<file path="src/rtl/rr_arb_pkg.sv">
// Shared constants, FSM state type and helpers for the round-robin mux arbiter.
package rr_arb_pkg;

    localparam int unsigned NUM_REQ = 4;
    localparam int unsigned IDX_W   = 2;
    localparam int unsigned HCNT_W  = 4;

    typedef enum logic [0:0] {
        IDLE  = 1'b0,
        GRANT = 1'b1
    } state_e;

    function automatic logic [NUM_REQ-1:0] onehot(input logic [IDX_W-1:0] idx);
        logic [NUM_REQ-1:0] v;
        v      = '0;
        v[idx] = 1'b1;
        return v;
    endfunction

endpackage

</file>
<file path="src/rtl/rr_pick.sv">
// Combinational round-robin picker: first set request scanning from ptr upward,
// optionally skipping one index (used to preempt the current holder).
module rr_pick
    import rr_arb_pkg::*;
(
    input  logic [NUM_REQ-1:0] req,
    input  logic [IDX_W-1:0]   ptr,
    input  logic               excl_en,
    input  logic [IDX_W-1:0]   excl_idx,
    output logic               found,
    output logic [IDX_W-1:0]   idx
);

    logic [IDX_W-1:0] w_cand;

    always_comb begin
        found  = 1'b0;
        idx    = ptr;
        w_cand = ptr;
        for (int k = 0; k < NUM_REQ; k++) begin
            // IDX_W-bit addition wraps index 3 back to 0
            w_cand = ptr + IDX_W'(k);
            if (!found && req[w_cand] && !(excl_en && (w_cand == excl_idx))) begin
                found = 1'b1;
                idx   = w_cand;
            end
        end
    end

endmodule

</file>
<file path="src/rtl/rr_mux_arbiter.sv">
// Four-requester round-robin arbiter with hold limit, driving a shared 4:1 data mux.
module rr_mux_arbiter
    import rr_arb_pkg::*;
#(
    parameter int unsigned WIDTH    = 1,
    parameter int unsigned MAX_HOLD = 4
) (
    input  logic                 CLK,
    input  logic                 RST_N,
    input  logic [NUM_REQ-1:0]   REQ,
    input  logic [WIDTH-1:0]     I0,
    input  logic [WIDTH-1:0]     I1,
    input  logic [WIDTH-1:0]     I2,
    input  logic [WIDTH-1:0]     I3,
    output logic [NUM_REQ-1:0]   GNT,
    output logic [IDX_W-1:0]     SEL,
    output logic [WIDTH-1:0]     Y,
    output logic                 VALID
);

    localparam logic [HCNT_W-1:0] HOLD_LIM = HCNT_W'(MAX_HOLD);

    state_e              r_state;
    logic [NUM_REQ-1:0]  r_gnt;
    logic [IDX_W-1:0]    r_sel;
    logic                r_valid;
    logic [IDX_W-1:0]    r_ptr;
    logic [HCNT_W-1:0]   r_hcnt;

    logic                w_excl_en;
    logic                w_found;
    logic [IDX_W-1:0]    w_idx;
    logic                w_cur_req;

    // While granting, exclusion of the holder makes w_found mean "someone else waits";
    // on release the holder's REQ is already low, so the exclusion is harmless there.
    assign w_excl_en = (r_state == GRANT);
    assign w_cur_req = REQ[r_sel];

    rr_pick u_pick (
        .req      (REQ),
        .ptr      (r_ptr),
        .excl_en  (w_excl_en),
        .excl_idx (r_sel),
        .found    (w_found),
        .idx      (w_idx)
    );

    always_ff @(posedge CLK or negedge RST_N) begin
        if (!RST_N) begin
            r_state <= IDLE;
            r_gnt   <= '0;
            r_sel   <= '0;
            r_valid <= 1'b0;
            r_ptr   <= '0;
            r_hcnt  <= '0;
        end else begin
            unique case (r_state)
                IDLE: begin
                    if (w_found) begin
                        r_state <= GRANT;
                        r_gnt   <= onehot(w_idx);
                        r_sel   <= w_idx;
                        r_valid <= 1'b1;
                        r_hcnt  <= HCNT_W'(1);
                        r_ptr   <= w_idx + IDX_W'(1);
                    end
                end
                GRANT: begin
                    if ((!w_cur_req && w_found) ||
                        (w_cur_req && (r_hcnt >= HOLD_LIM) && w_found)) begin
                        r_gnt  <= onehot(w_idx);
                        r_sel  <= w_idx;
                        r_hcnt <= HCNT_W'(1);
                        r_ptr  <= w_idx + IDX_W'(1);
                    end else if (!w_cur_req) begin
                        r_state <= IDLE;
                        r_gnt   <= '0;
                        r_valid <= 1'b0;
                        r_hcnt  <= '0;
                    end else if (r_hcnt < HOLD_LIM) begin
                        r_hcnt <= r_hcnt + HCNT_W'(1);
                    end
                end
                default: r_state <= IDLE;
            endcase
        end
    end

    always_comb begin
        Y = '0;
        if (r_valid) begin
            unique case (r_sel)
                2'd0:    Y = I0;
                2'd1:    Y = I1;
                2'd2:    Y = I2;
                default: Y = I3;
            endcase
        end
    end

    assign GNT   = r_gnt;
    assign SEL   = r_sel;
    assign VALID = r_valid;

endmodule

</file>
<file path="config.mk">
export PLATFORM = sky130hd
export DESIGN_NAME = rr_mux_arbiter
export DESIGN_NICKNAME = d
export VERILOG_FILES = /design/src/rtl/rr_arb_pkg.sv /design/src/rtl/rr_pick.sv /design/src/rtl/rr_mux_arbiter.sv
export SDC_FILE = /design/constraint.sdc
export NUM_CORES = 1
export LEC_CHECK = 0
export CAP_MARGIN = 0
export CORE_ASPECT_RATIO = 1.25
export CORE_MARGIN = 3
export CORE_UTILIZATION = 35
export DETAILED_ROUTE_END_ITERATION = 10
export GPL_TIMING_DRIVEN = 0
export PLACE_DENSITY = 0.61
export SLEW_MARGIN = 20
export SYNTH_ARGS = -nofsm -noshare
export SYNTH_HDL_FRONTEND = slang
export SYNTH_SLANG_ARGS = --single-unit
</file>
<file path="constraint.sdc">
create_clock -name CLK -period 5 [get_ports CLK]
set_clock_uncertainty 0.1 [all_clocks]
set_input_delay 1 -clock CLK [delete_from_list [all_inputs] [get_ports CLK]]
set_output_delay 1 -clock CLK [all_outputs]
set_load 0.01 [all_outputs]
</file>
==> flow_metrics.tcl, run 1 <==
set metrics [dict create \
    drt_iter0_drc 15 \
    finalSetupTns_ps 0 \
    grtUsageTotal_pct 14.40 \
    nets 138 \
    fillers 277 \
    clock.fmax_mhz 276.5 \
    dr_total_vias 815 \
    drive_above_1_share_pct 14.88 \
    first_pass_iters 4 \
    grt_max_degree 15 \
    core-area_um2 2759 \
    synth-warning-count 0 \
    h-tree-depth 1 \
    slew-limit-headroom_pct 57.16 \
    worstMarginPinSlew_ps 640.6 \
    finalHoldViolations 0 \
    ys_seq_elements 14 \
    dieArea_um2 3688 \
    antenna_left 0 \
    critPathRequiredTime_ps 3900 \
    place.gp.congestion 0.7845 \
    numPortBuffers 17 \
    grt_pass1_vias 846 \
    die_w_um 54.93 \
    clk_latency_ps 270 \
    path_max_fanout 1 \
    cts-root-buf "clkbuf_4" \
    dp.final_hpwl_mm 1.759 \
    start_util_pct 37.96 \
    yosysSeqAreaShare_pct 33.45 \
    status "complete, no violations" \
    post_cts_buffers 0 \
    die_y_um 67.16 \
    path_clk_slew_ps 70 \
    grt_antenna_before_repair 0 \
    cap_violations 0 \
    diodes 0 \
    synthesis.nets 116 \
    cts_hold_buf 0 \
    cts_tree "yes" \
    min_path_type "flip-flop to flip-flop" \
    setup_viol 0 \
    drv_slew 0 \
    route.detailed.drc 0 \
    synth-edff-count 0 \
    yosysUniqueCellTypes 39 \
    startpoint_type "input pin" \
    cts_buffer_depth 2 \
    io_pins 18 \
    wirelength_mm 2.277 \
    grt_setup_unrepaired "false" \
    gr-total-overflow 0 \
    wl_per_cell_um 14.69 \
    synth.cell_area_um2 1047 \
    final.period_utilization_pct 72.34 \
    arrival_ps 2520 \
    postSynth.asyncResetShare_pct 100.0 \
    cts_inserted_buffers 3 \
    synth_ff_type "dfrtp_1" \
    cp-end-kind "output pin" \
    syn_area_per_cell_um2 10.37 \
    criticalPathCategory "input pin to output pin" \
    avgViaCountPerCell 5.258 \
    netlist_instances 101 \
    finalCriticalPeriod_ps 3617 \
    area_growth_pct 22.46 \
    row_count 21 \
    cts_resized 0 \
    grt_pass1_wl_mm 3.919 \
    cts.sinks 14 \
]
stage by stage:
step	utilization, %	setup slack (ps)	cell area [um^2]	instances	hold slack [ps]
3_5_place_dp	45.67	1368	1260	152	395.4
4_1_cts	46.49	1368	1282	155	418.8
2_1_floorplan	-	2241	1047	101	394.4
5_1_grt	46.49	1303	1282	155	441.8
3_3_place_gp	45.67	1366	1260	152	396.3
6_report	46.49	1383	1282	155	414.3
cell usage in the layout, fill, tap and decap left out, types with 3 or more instances in the layout:
cell type,instances
a21oi_1,5
o2bb2ai_1,4
clkdlybuf4s50_1,17
nor2b_1,3
mux2i_1,6
nand2_1,4
o21ai_0,9
dfrtp_1,14
nor2_1,5
ha_1,5
clkbuf_4,3
nand3_1,4
inv_1,4
xnor2_1,3
state kept, by name, indices dropped and copies added (netlist names):
signal	count
VALID	1
r_hcnt	4
r_state	1
r_ptr	2
GNT	4
SEL	2
area by class of cell:
cell class	count	area, um^2	area share [%]
clock buffers	3	22.52	1.756
inverters	4	15.01	1.171
flip-flops and latches	14	350.3	27.32
plain buffers	5	36.28	2.829
repair buffers	17	170.2	13.27
well taps	34	42.54	3.317
multi-input cells	78	645.6	50.34
worst paths after layout:
| kind | cells past startpoint | endpoint | from | slack, ps |
|---|---|---|---|---|
| setup / recovery | 4 | Y | I0 | 1380 |
| hold / removal | 1 | GNT[2] | GNT[2] | 410 |
| setup reg to reg | 7 | r_ptr[1] | r_ptr[1] | 2400 |
| hold reg to reg | 1 | GNT[2] | GNT[2] | 410 |
| max in group asynchronous | 1 | r_ptr[1] | RST_N | 3370 |
| min in group asynchronous | 1 | r_hcnt[2] | RST_N | 1020 |
routing by layer:
| layer | share of wire, % | track usage [%] |
|---|---|---|
| met1 | 46 | 19.31 |
| met2 | 48 | 23.22 |
| met5 | 0 | 0 |
| met3 | 3.7 | 1.987 |
| met4 | 1.8 | 5.167 |
cell usage after synthesis, types with 2 or more instances:
master / n / area share (%)
mux4_1: 2 / 5.0
xnor2_1: 3 / 2.5
nand3b_1: 2 / 1.4
o2bb2ai_1: 4 / 3.3
a21oi_1: 5 / 2.4
nand2_1: 4 / 1.4
nor2_1: 5 / 1.8
nand2b_1: 2 / 1.2
nor2b_1: 3 / 1.8
mux2_2: 2 / 2.2
and2_1: 2 / 1.2
ha_1: 5 / 6.0
buf_2: 2 / 0.96
mux2i_1: 6 / 5.7
dfrtp_1: 14 / 33
nand3_1: 4 / 1.9
inv_1: 4 / 1.4
buf_6: 2 / 2.2
a31oi_1: 2 / 1.2
o21ai_0: 9 / 4.3
cells by family after synthesis:
group | after synthesis | synth area share [%]
compound gates | 28 | 19.83
xor+xnor | 4 | 4.063
fa+ha+maj | 5 | 5.974
buf+inv | 9 | 4.898
flops | 14 | 33.45
mux | 11 | 14.34
simple gates | 30 | 17.44
worst max-delay path, cell delays in order:
cell and delay, ps:
clkdlybuf4s50_1 400, mux4_1 480, and2_1 170, clkdlybuf4s50_1 470
Power of run 1 is left out: the tool's default activity adds up to more than one toggle a clock period on the data nets, which glitch-free logic cannot reach.
==> run 2, diff against run 1 <==
--- a/config.mk
+++ b/config.mk
@@ -11,7 +11,7 @@
 export CORE_UTILIZATION = 35
 export DETAILED_ROUTE_END_ITERATION = 10
 export GPL_TIMING_DRIVEN = 0
-export PLACE_DENSITY = 0.61
+export PLACE_DENSITY = 0.63
 export SLEW_MARGIN = 20
 export SYNTH_ARGS = -nofsm -noshare
 export SYNTH_HDL_FRONTEND = slang
==> constraint.sdc (replaced) <==
create_clock -name CLK -period 3.2 [get_ports CLK]
set_clock_uncertainty 0.1 [all_clocks]
set_input_delay 0.64 -clock CLK [delete_from_list [all_inputs] [get_ports CLK]]
set_output_delay 0.64 -clock CLK [all_outputs]
set_load 0.01 [all_outputs]
==> run 2 against run 1 <==
Net effect: flip-flop and latch count unchanged; die area unchanged; routed wire length decreased by 4.0%; sequential share of layout area unchanged; first-iteration DRC count decreased by 33%; via count increased by 0.25%; design area unchanged; setup slack got worse by 1100 ps; core utilization unchanged.
==> flow_metrics.tcl, run 2 (synthesis gave the netlist of run 1 again) <==
set metrics [dict create \
    cellLeakagePower_nw 0.5321 \
    diodes 0 \
    path_max_fanout 1 \
    cts_resized 0 \
    clk_latency_ps 280 \
    ff_latch_area_um2 350.3 \
    arrival_ps 2160 \
    path_clk_slew_ps 70 \
    startpoint "I1" \
    grtUsageTotal_pct 13.66 \
    grt_setup_unrepaired "false" \
    fillers 272 \
    fin_util_pct 46.49 \
    gr-total-overflow 0 \
    dr_total_vias 817 \
    route.detailed.drc 0 \
    grt_pass1_vias 821 \
    area_growth_pct 22.46 \
    endpoint "Y" \
    reg2reg_to "r_ptr[1]" \
    drv_slew 0 \
    cap_violations 0 \
    finalCriticalPeriod_ps 2900 \
    place.gp.congestion 0.7654 \
    finalSetupTns_ps 0 \
    slew-limit-headroom_pct 58.43 \
    finalHoldViolations 0 \
    r2r_setup_slack_ps 670 \
    cp-end-kind "output pin" \
    grt_max_degree 15 \
    multi_input_area_um2 645.6 \
    worstReg2RegStart "SEL[1]" \
    numPortBuffers 17 \
    critical_path.max_stage_delay_ps 490 \
    final.period_utilization_pct 90.63 \
    die_w_um 54.93 \
    avgViaCountPerCell 5.271 \
    layout_common_cells "clkdlybuf4s50_1, dfrtp_1, o21ai_0" \
    row_count 21 \
    crit_cells 4 \
    status "complete, no violations" \
    reg2reg_depth 8 \
    dp.final_hpwl_mm 1.635 \
    drt_iter0_drc 10 \
    crit_slowest_cell "mux4_1" \
    start_util_pct 37.96 \
    cts_buffer_depth 2 \
    min_path_type "flip-flop to flip-flop" \
    path_buf_inv 2 \
    peakVddDrop_uv 633.4 \
    setup_viol 0 \
    io_pins 18 \
    crit_top_cell "clkdlybuf4s50_1" \
    worstMarginPinSlew_ps 621.5 \
    startpoint_type "input pin" \
    h-tree-depth 1 \
    cts_inserted_buffers 3 \
    grt_pass1_wl_mm 3.712 \
    p_per_area_nw_per_um2 1301 \
    antenna_left 0 \
    grt_antenna_before_repair 0 \
    critPathRequiredTime_ps 2460 \
    cts_hold_buf 0 \
    wirelength_mm 2.186 \
    criticalPathCategory "input pin to output pin" \
    dieArea_um2 3688 \
    total_power_mw 1.668 \
    drive_above_1_share_pct 14.88 \
    path_delay_family "buffers and inverters" \
    final_common_cell "clkdlybuf4s50_1" \
    cts.sinks 14 \
    die_y_um 67.16 \
    clock.fmax_mhz 344.8 \
    core-area_um2 2759 \
    first_pass_iters 4 \
    post_cts_buffers 0 \
    cts_tree "yes" \
    cts-root-buf "clkbuf_4" \
    nets 138 \
    wl_per_cell_um 14.10 \
    path_cells "clkdlybuf4s50_1, mux4_1, and2_1, clkdlybuf4s50_1" \
]
[run 2: cell counts in the layout (fill, tap and decap cells not counted)]
No cell type changed its count.
[run 2: layout make-up]
class	count	area share, %
inverter	4	1.171
tap	34	3.317
clock buffer	3	1.756
timing repair buffer	17	13.27
multi-input combinational	78	50.34
buffer	5	2.829
sequential	14	27.32
[run 2: worst min-delay path by stage]
stage,cells past startpoint,startpoint,end,slack [ps]
floorplan,0,RST_N,GNT[0],240
global placement,1,GNT[0],GNT[0],390
detailed placement,1,GNT[0],GNT[0],400
CTS,1,GNT[0],GNT[0],420
global route,1,GNT[3],GNT[3],450
finish,1,GNT[1],GNT[1],410
[run 2: per-layer routing]
layer	track usage, %	wire (um)	part of all wire (%)	up-vias
met5	0	0	0	-
met4	5.471	20	0.91	0
met2	21.60	1017	47	26
li1	-	-	-	409
met1	18.70	1063	49	378
met3	1.545	83	3.8	4
[run 2: where the power goes]
| group | internal (mW) | switching, mW |
|---|---|---|
| clock network | 0.0436 | 0.0538 |
| registers | 0.267 | 0.0565 |
| logic | 0.587 | 0.661 |
| total | 0.897 | 0.771 |
[run 2: stage by stage]
| stage | instances | hold slack, ps | setup slack [ps] | area, um^2 |
|---|---|---|---|---|
| 2_1_floorplan | 101 | 244.4 | 799.3 | 1047 |
| 3_3_place_gp | 152 | 391.9 | 132.7 | 1260 |
| 3_5_place_dp | 152 | 395.7 | 102.5 | 1260 |
| 4_1_cts | 155 | 418.6 | 287.3 | 1282 |
| 5_1_grt | 155 | 454.2 | 229.0 | 1282 |
| 6_report | 155 | 412.4 | 300.0 | 1282 |
Note: power is estimated with default switching activity, not from simulation.
